## src/rtl/bi_link_pkg.sv

```systemverilog
// Shared types and counter widths for the arbitrated half-duplex BiNoC link.
//   link_state_t : arbitration FSM states
//   dir_t        : which endpoint owns (or will own) the link
//   BURST_W      : burst counter width, covers MAX_BURST up to 255
//   TURN_W       : turnaround counter width, covers TURN_CYC up to 15
package bi_link_pkg;

    typedef enum logic [1:0] {
        IDLE  = 2'd0,
        A2B   = 2'd1,
        B2A   = 2'd2,
        DRAIN = 2'd3
    } link_state_t;

    typedef enum logic {
        DIR_A = 1'b0,
        DIR_B = 1'b1
    } dir_t;

    localparam int BURST_W = 8;
    localparam int TURN_W  = 4;

endpackage

```

## src/rtl/bi_link_stage.sv

```systemverilog
// Single-entry registered stage shared by both link directions.
//   clk, rst_n    : link clock, async active-low reset (drops any held beat)
//   load          : capture load_data this cycle (wins over pop: pass-through)
//   load_from_b   : 1 = beat came from B (goes to A), 0 = from A (goes to B)
//   load_data     : beat payload
//   pop           : destination took the held beat
//   stg_valid     : a beat is held
//   stg_from_b    : source of the held beat
//   to_a_data     : last payload loaded toward A (held while not valid)
//   to_b_data     : last payload loaded toward B (held while not valid)
module bi_link_stage #(
    parameter int DATA_W = 32
) (
    input  logic              clk,
    input  logic              rst_n,
    input  logic              load,
    input  logic              load_from_b,
    input  logic [DATA_W-1:0] load_data,
    input  logic              pop,
    output logic              stg_valid,
    output logic              stg_from_b,
    output logic [DATA_W-1:0] to_a_data,
    output logic [DATA_W-1:0] to_b_data
);

    // Two payload registers so each side's data output keeps its own last
    // value instead of showing beats that travelled the other way.
    always_ff @(posedge clk or negedge rst_n) begin
        if (!rst_n) begin
            stg_valid  <= 1'b0;
            stg_from_b <= 1'b0;
            to_a_data  <= '0;
            to_b_data  <= '0;
        end else if (load) begin
            stg_valid  <= 1'b1;
            stg_from_b <= load_from_b;
            if (load_from_b) begin
                to_a_data <= load_data;
            end else begin
                to_b_data <= load_data;
            end
        end else if (pop) begin
            stg_valid <= 1'b0;
        end
    end

endmodule

```

## src/rtl/bi_link_ctrl.sv

```systemverilog
// Arbitrated controller for one half-duplex BiNoC channel between endpoint
// A and endpoint B. Picks the link direction, limits bursts while the other
// side waits, drains the stage and inserts a turnaround gap before reversal.
//   clk, rst_n               : link clock, async active-low reset
//   a_in_*  / b_in_*         : beats entering from A / B (valid is also the
//                              direction request)
//   a_out_* / b_out_*        : beats delivered to A / B
//   dir_a2b / dir_b2a        : current link owner (never both high)
//
// state | meaning
// ------+-------------------------------------------------------------
// IDLE  | after reset, no owner yet; nothing accepted
// A2B   | A owns the link, A beats accepted toward B
// B2A   | B owns the link, B beats accepted toward A
// DRAIN | reversing: stage empties, then turnaround gap, then next_dir
module bi_link_ctrl
    import bi_link_pkg::*;
#(
    parameter int DATA_W    = 32,
    parameter int MAX_BURST = 8,
    parameter int TURN_CYC  = 1
) (
    input  logic              clk,
    input  logic              rst_n,
    input  logic [DATA_W-1:0] a_in_data,
    input  logic              a_in_valid,
    output logic              a_in_ready,
    input  logic [DATA_W-1:0] b_in_data,
    input  logic              b_in_valid,
    output logic              b_in_ready,
    output logic [DATA_W-1:0] a_out_data,
    output logic              a_out_valid,
    input  logic              a_out_ready,
    output logic [DATA_W-1:0] b_out_data,
    output logic              b_out_valid,
    input  logic              b_out_ready,
    output logic              dir_a2b,
    output logic              dir_b2a
);

    localparam logic [BURST_W-1:0] BURST_MAX = BURST_W'(MAX_BURST);
    // The first DRAIN cycle with an empty stage already counts as a gap
    // cycle, so TURN_CYC=0 and TURN_CYC=1 both leave after one empty cycle.
    localparam logic [TURN_W-1:0]  TURN_LAST = (TURN_CYC == 0) ? '0 : TURN_W'(TURN_CYC - 1);

    link_state_t          state_q, state_d;
    dir_t                 next_dir_q, next_dir_d;
    dir_t                 prio_q, prio_d;
    logic [BURST_W-1:0]   burst_cnt_q, burst_cnt_d;
    logic [TURN_W-1:0]    turn_cnt_q, turn_cnt_d;

    logic                 stg_valid;
    logic                 stg_from_b;
    logic                 stall;
    logic                 acc_a;
    logic                 acc_b;
    logic                 pop;

    bi_link_stage #(
        .DATA_W (DATA_W)
    ) u_stage (
        .clk         (clk),
        .rst_n       (rst_n),
        .load        (acc_a | acc_b),
        .load_from_b (acc_b),
        .load_data   (acc_b ? b_in_data : a_in_data),
        .pop         (pop),
        .stg_valid   (stg_valid),
        .stg_from_b  (stg_from_b),
        .to_a_data   (a_out_data),
        .to_b_data   (b_out_data)
    );

    // Owner yields when the other side is waiting and the owner has either
    // used up its burst or has nothing more to send.
    always_comb begin
        stall = 1'b0;
        if (state_q == A2B) begin
            stall = b_in_valid && ((burst_cnt_q == BURST_MAX) || !a_in_valid);
        end else if (state_q == B2A) begin
            stall = a_in_valid && ((burst_cnt_q == BURST_MAX) || !b_in_valid);
        end
    end

    assign a_in_ready  = (state_q == A2B) && !stall && (!stg_valid || b_out_ready);
    assign b_in_ready  = (state_q == B2A) && !stall && (!stg_valid || a_out_ready);
    assign acc_a       = a_in_ready && a_in_valid;
    assign acc_b       = b_in_ready && b_in_valid;

    assign b_out_valid = stg_valid && !stg_from_b;
    assign a_out_valid = stg_valid &&  stg_from_b;
    assign pop         = stg_from_b ? a_out_valid && a_out_ready : b_out_valid && b_out_ready;

    assign dir_a2b = (state_q == A2B) || ((state_q == DRAIN) && b_out_valid);
    assign dir_b2a = (state_q == B2A) || ((state_q == DRAIN) && a_out_valid);

    always_comb begin
        state_d     = state_q;
        next_dir_d  = next_dir_q;
        prio_d      = prio_q;
        burst_cnt_d = burst_cnt_q;
        turn_cnt_d  = turn_cnt_q;

        if ((acc_a || acc_b) && (burst_cnt_q != BURST_MAX)) begin
            burst_cnt_d = burst_cnt_q + 1'b1;
        end

        unique case (state_q)
            IDLE: begin
                if (a_in_valid && (!b_in_valid || (prio_q == DIR_A))) begin
                    state_d     = A2B;
                    burst_cnt_d = '0;
                end else if (b_in_valid) begin
                    state_d     = B2A;
                    burst_cnt_d = '0;
                end
            end
            A2B: begin
                if (stall) begin
                    state_d    = DRAIN;
                    next_dir_d = DIR_B;
                    prio_d     = DIR_B;
                    turn_cnt_d = '0;
                end
            end
            B2A: begin
                if (stall) begin
                    state_d    = DRAIN;
                    next_dir_d = DIR_A;
                    prio_d     = DIR_A;
                    turn_cnt_d = '0;
                end
            end
            DRAIN: begin
                if (!stg_valid) begin
                    if (turn_cnt_q == TURN_LAST) begin
                        state_d     = (next_dir_q == DIR_A) ? A2B : B2A;
                        burst_cnt_d = '0;
                        turn_cnt_d  = '0;
                    end else begin
                        turn_cnt_d = turn_cnt_q + 1'b1;
                    end
                end
            end
            default: begin
                state_d = IDLE;
            end
        endcase
    end

    always_ff @(posedge clk or negedge rst_n) begin
        if (!rst_n) begin
            state_q     <= IDLE;
            next_dir_q  <= DIR_A;
            prio_q      <= DIR_A;
            burst_cnt_q <= '0;
            turn_cnt_q  <= '0;
        end else begin
            state_q     <= state_d;
            next_dir_q  <= next_dir_d;
            prio_q      <= prio_d;
            burst_cnt_q <= burst_cnt_d;
            turn_cnt_q  <= turn_cnt_d;
        end
    end

endmodule

```

## config.mk

```make
export PLATFORM = sky130hd
export DESIGN_NAME = bi_link_ctrl
export DESIGN_NICKNAME = d
export VERILOG_FILES = /design/src/rtl/bi_link_pkg.sv /design/src/rtl/bi_link_stage.sv /design/src/rtl/bi_link_ctrl.sv
export SDC_FILE = /design/constraint.sdc
export NUM_CORES = 1
export LEC_CHECK = 0
export CORE_MARGIN = 3
export CORE_UTILIZATION = 40
export DETAILED_ROUTE_END_ITERATION = 10
export PLACE_DENSITY = 0.77
export SLEW_MARGIN = 20
export SYNTH_ARGS = -nofsm -noshare
export SYNTH_HDL_FRONTEND = slang
export SYNTH_SLANG_ARGS = --single-unit
```

## constraint.sdc

```tcl
create_clock -name clk -period 2.15 [get_ports clk]
set_clock_uncertainty 0.05 [all_clocks]
set_input_delay 0.5375 -clock clk [delete_from_list [all_inputs] [get_ports clk]]
set_output_delay 0.5375 -clock clk [all_outputs]
set_load 0.005 [all_outputs]
```

==> out/metrics.cfg <==
[timing]
worst_slew_pin_slew_ps = 441.8
rsz0062_at_grt = true
period_share = 1.138
hold_viol = 0
final_max_slew_viol_count = 0
setup_slack_ps = -296.6
finalWorstPathRequiredPeriod_ps = 2447
max_freq_ghz = 0.4087
setup_viol_count_final = 69
slew_headroom = 0.7055

[power]
total_power_mw = 8.560
p_leak_nw = 2.880
p_seq_frac = 0.307
swShare = 0.3063
power_density_nw_per_um2 = 1380
comb_power_share = 0.541
internal-power_mw = 5.938
max-vdd-ir-drop_mv = 0.8757
clockPowerShare = 0.153
power.switching_mw = 2.622

[grt]
grt_overflow_total = 0
grt_pass1_vias = 3010
grt_antenna_before_repair = 0
grt_max_degree = 82
grt_pass1_wl_um = 15260
gr-usage-all-layers = 0.1887

[final_layout]
final_layout_size_suffix_gt1_frac = 0.3534
fin_util = 0.6979
fillers = 640
layout_commonest_cell = clkdlybuf4s50_1
fin_cells = 572
antenna_cells = 0
final_cell_area_sq_um = 6205
syn2layout_area_growth_pct = 65.74
final_cell_mix = clkdlybuf4s50_1 (132), dfrtp_1 (81), mux2_4 (65), buf_4 (33), nor2_1 (13)
nets = 537

[floorplan]
initial_core_util = 0.4211
ios = 140
die_h_um = 102.7
rows = 34
core-area_sq_um = 8891
die-area_sq_um = 10560
die_w_um = 102.7

[yosys]
synth-compound-area-share = 0.06484
syn_nets = 351
synthFlopType = dfrtp_1
synthAdderAreaFrac = 0.02674
ys_seq_area_frac = 0.5414
syn_inst = 273
synth_edf_count = 0
synth_xor_area_frac = 0.004679
synth-async-reset-ratio = 1.000
yosys.area.top_type = dfrtp_1
synth.distinct_cells = 47
syn-cell-area_sq_um = 3744
ys_top_cells_by_area = dfrtp_1 (54%), mux2_4 (12%), mux2_2 (12%)
synth_top_area_share = 0.5414
synth-simple-area-share = 0.07019
synth_top_family_by_area = multiplexers
muxShareOfSynthArea = 0.2483
synth_area_per_cell_sq_um = 13.71
synth_warnings = 0
ys_ff_latch = 81

[clock_tree]
cts.htree.levels = 3
numCtsBuffers = 9
cts_hold_buf = 0
clk-insertion-delay-late_ps = 360
clk_path_buf_depth = 2
clkSinkCount = 81
clk_root_buffer_cell = clkbuf_8
clk_pin_slew_ps = 90
cts_tree = built

[detailed_routing]
drc_errors = 0
vias_per_cell = 5.066
firstDrtPassIters = 4
drtIter0Drc = 100
finalWirelength_um = 10410
detail_route.wl_per_cell_um = 18.20
antenna_left = 0
dr_total_vias = 2898

[placement]
dp.cells = 542
dpl-instance-area_sq_um = 5450
pre_cts_slack_ps = -453.2
routabilityCongestion = 0.9043
io_buffer_count = 139
dpl.hpwl_um = 6556

[critical_path]
cp_max_fo = 2
cp-start-kind = register
required_ps = 1560
cp.arrival_ps = 1860
setup.worst_path.end_class = primary output
worstSetupPathType = register to primary output

[min_path]
hold_path_class = input port to async pin

[outcome]
status = complete, but fails checks
violations = setup timing

[flow_run]
cap_violations = 0

[critical path: stages, from the launching register on]
cell     delay, ps
dfrtp_1        390
or4_4          580
nor2_4         150
nor2_2          50
a22oi_2        150
nor2_1          60
buf_2          120
[kinds of logic (layout without fill, tap and decap cells)]
logic type | after synthesis | after routing
AND/OR/NAND/NOR | 49 | 49
multiplexers | 73 | 73
adder cells (fa/ha/maj) | 8 | 8
flip-flops | 81 | 81
XOR/XNOR | 2 | 2
buffers and inverters | 25 | 216
AO/OA/AOI/OAI | 35 | 35
[state kept, by name, summed over array words and instances, names as in the netlist]
signal	count
burst_cnt_q	8
u_stage.stg_from_b	1
u_stage.to_b_data	32
state_q	2
turn_cnt_q	4
prio_q	1
u_stage.stg_valid	1
u_stage.to_a_data	32
[layout make-up]
type	instances	area [sq um]	share of cell area
timing repair buffer	188	1952	0.3146
multi-input combinational	167	1812	0.2920
clock buffer	9	123.9	0.01996
clock inverter	7	107.6	0.01734
tap	108	135.1	0.02178
sequential	81	2027	0.3267
inverter	12	47.55	0.007663
[Yosys cell counts (all sizes together), types with 2 or more instances]
cell type,count
o21ai,6
nand2,9
ha,8
clkbuf,3
o211ai,2
nand3,4
nand4,3
a211oi,3
and2,2
mux2,69
dfrtp,81
mux2i,4
xnor2,2
a211o,3
a21o,2
o2bb2ai,2
a31oi,2
inv,11
buf,10
a21oi,6
nand2b,2
nor2b,6
nor2,15
[power by group through the flow]
stage | Sequential, mW | Combinational [mW] | Clock [mW]
6_report | 2.62 | 4.63 | 1.31
5_1_grt | 2.71 | 4.97 | 1.40
4_1_cts | 2.59 | 4.20 | 1.34
3_5_place_dp | 2.60 | 3.95 | 0
3_3_place_gp | 2.57 | 3.83 | 0
2_1_floorplan | 2.64 | 1.81 | 0
[final timing paths]
check / startpoint / slack, ps / end / cells past startpoint
setup / recovery: burst_cnt_q[4] / -300 / b_in_ready / 6
hold / removal: rst_n / 130 / u_stage.to_b_data[31] / 2
setup reg to reg: burst_cnt_q[4] / -230 / u_stage.to_b_data[14] / 8
hold reg to reg: turn_cnt_q[3] / 450 / turn_cnt_q[3] / 1
max in group asynchronous: rst_n / 1550 / u_stage.to_a_data[0] / 2
min in group clk: turn_cnt_q[3] / 450 / turn_cnt_q[3] / 1
[per-layer routing]
| layer | wire length (um) | vias up | global-route usage |
|---|---|---|---|
| met3 | 635 | 10 | 0.05683 |
| met4 | 121 | 0 | 0.05378 |
| li1 | - | 1345 | - |
| met5 | 0 | - | 0 |
| met2 | 5221 | 96 | 0.3217 |
| met1 | 4431 | 1447 | 0.2324 |
[through the flow]
stage	hold WS, ps	setup TNS (ps)
6_report	133.5	-9331
5_1_grt	148.9	-12820
4_1_cts	154.0	-12660
3_5_place_dp	428.2	-30050
3_3_place_gp	421.5	-25240
2_1_floorplan	191.9	-2052
[repair_timing]
item	CTS	global route
resized for setup	28	62
endpoints found under the setup margin	76	83
buffers inserted	5	5
cloned	4	2
pin swaps	8	11
Power figures use the tool's default switching activity.
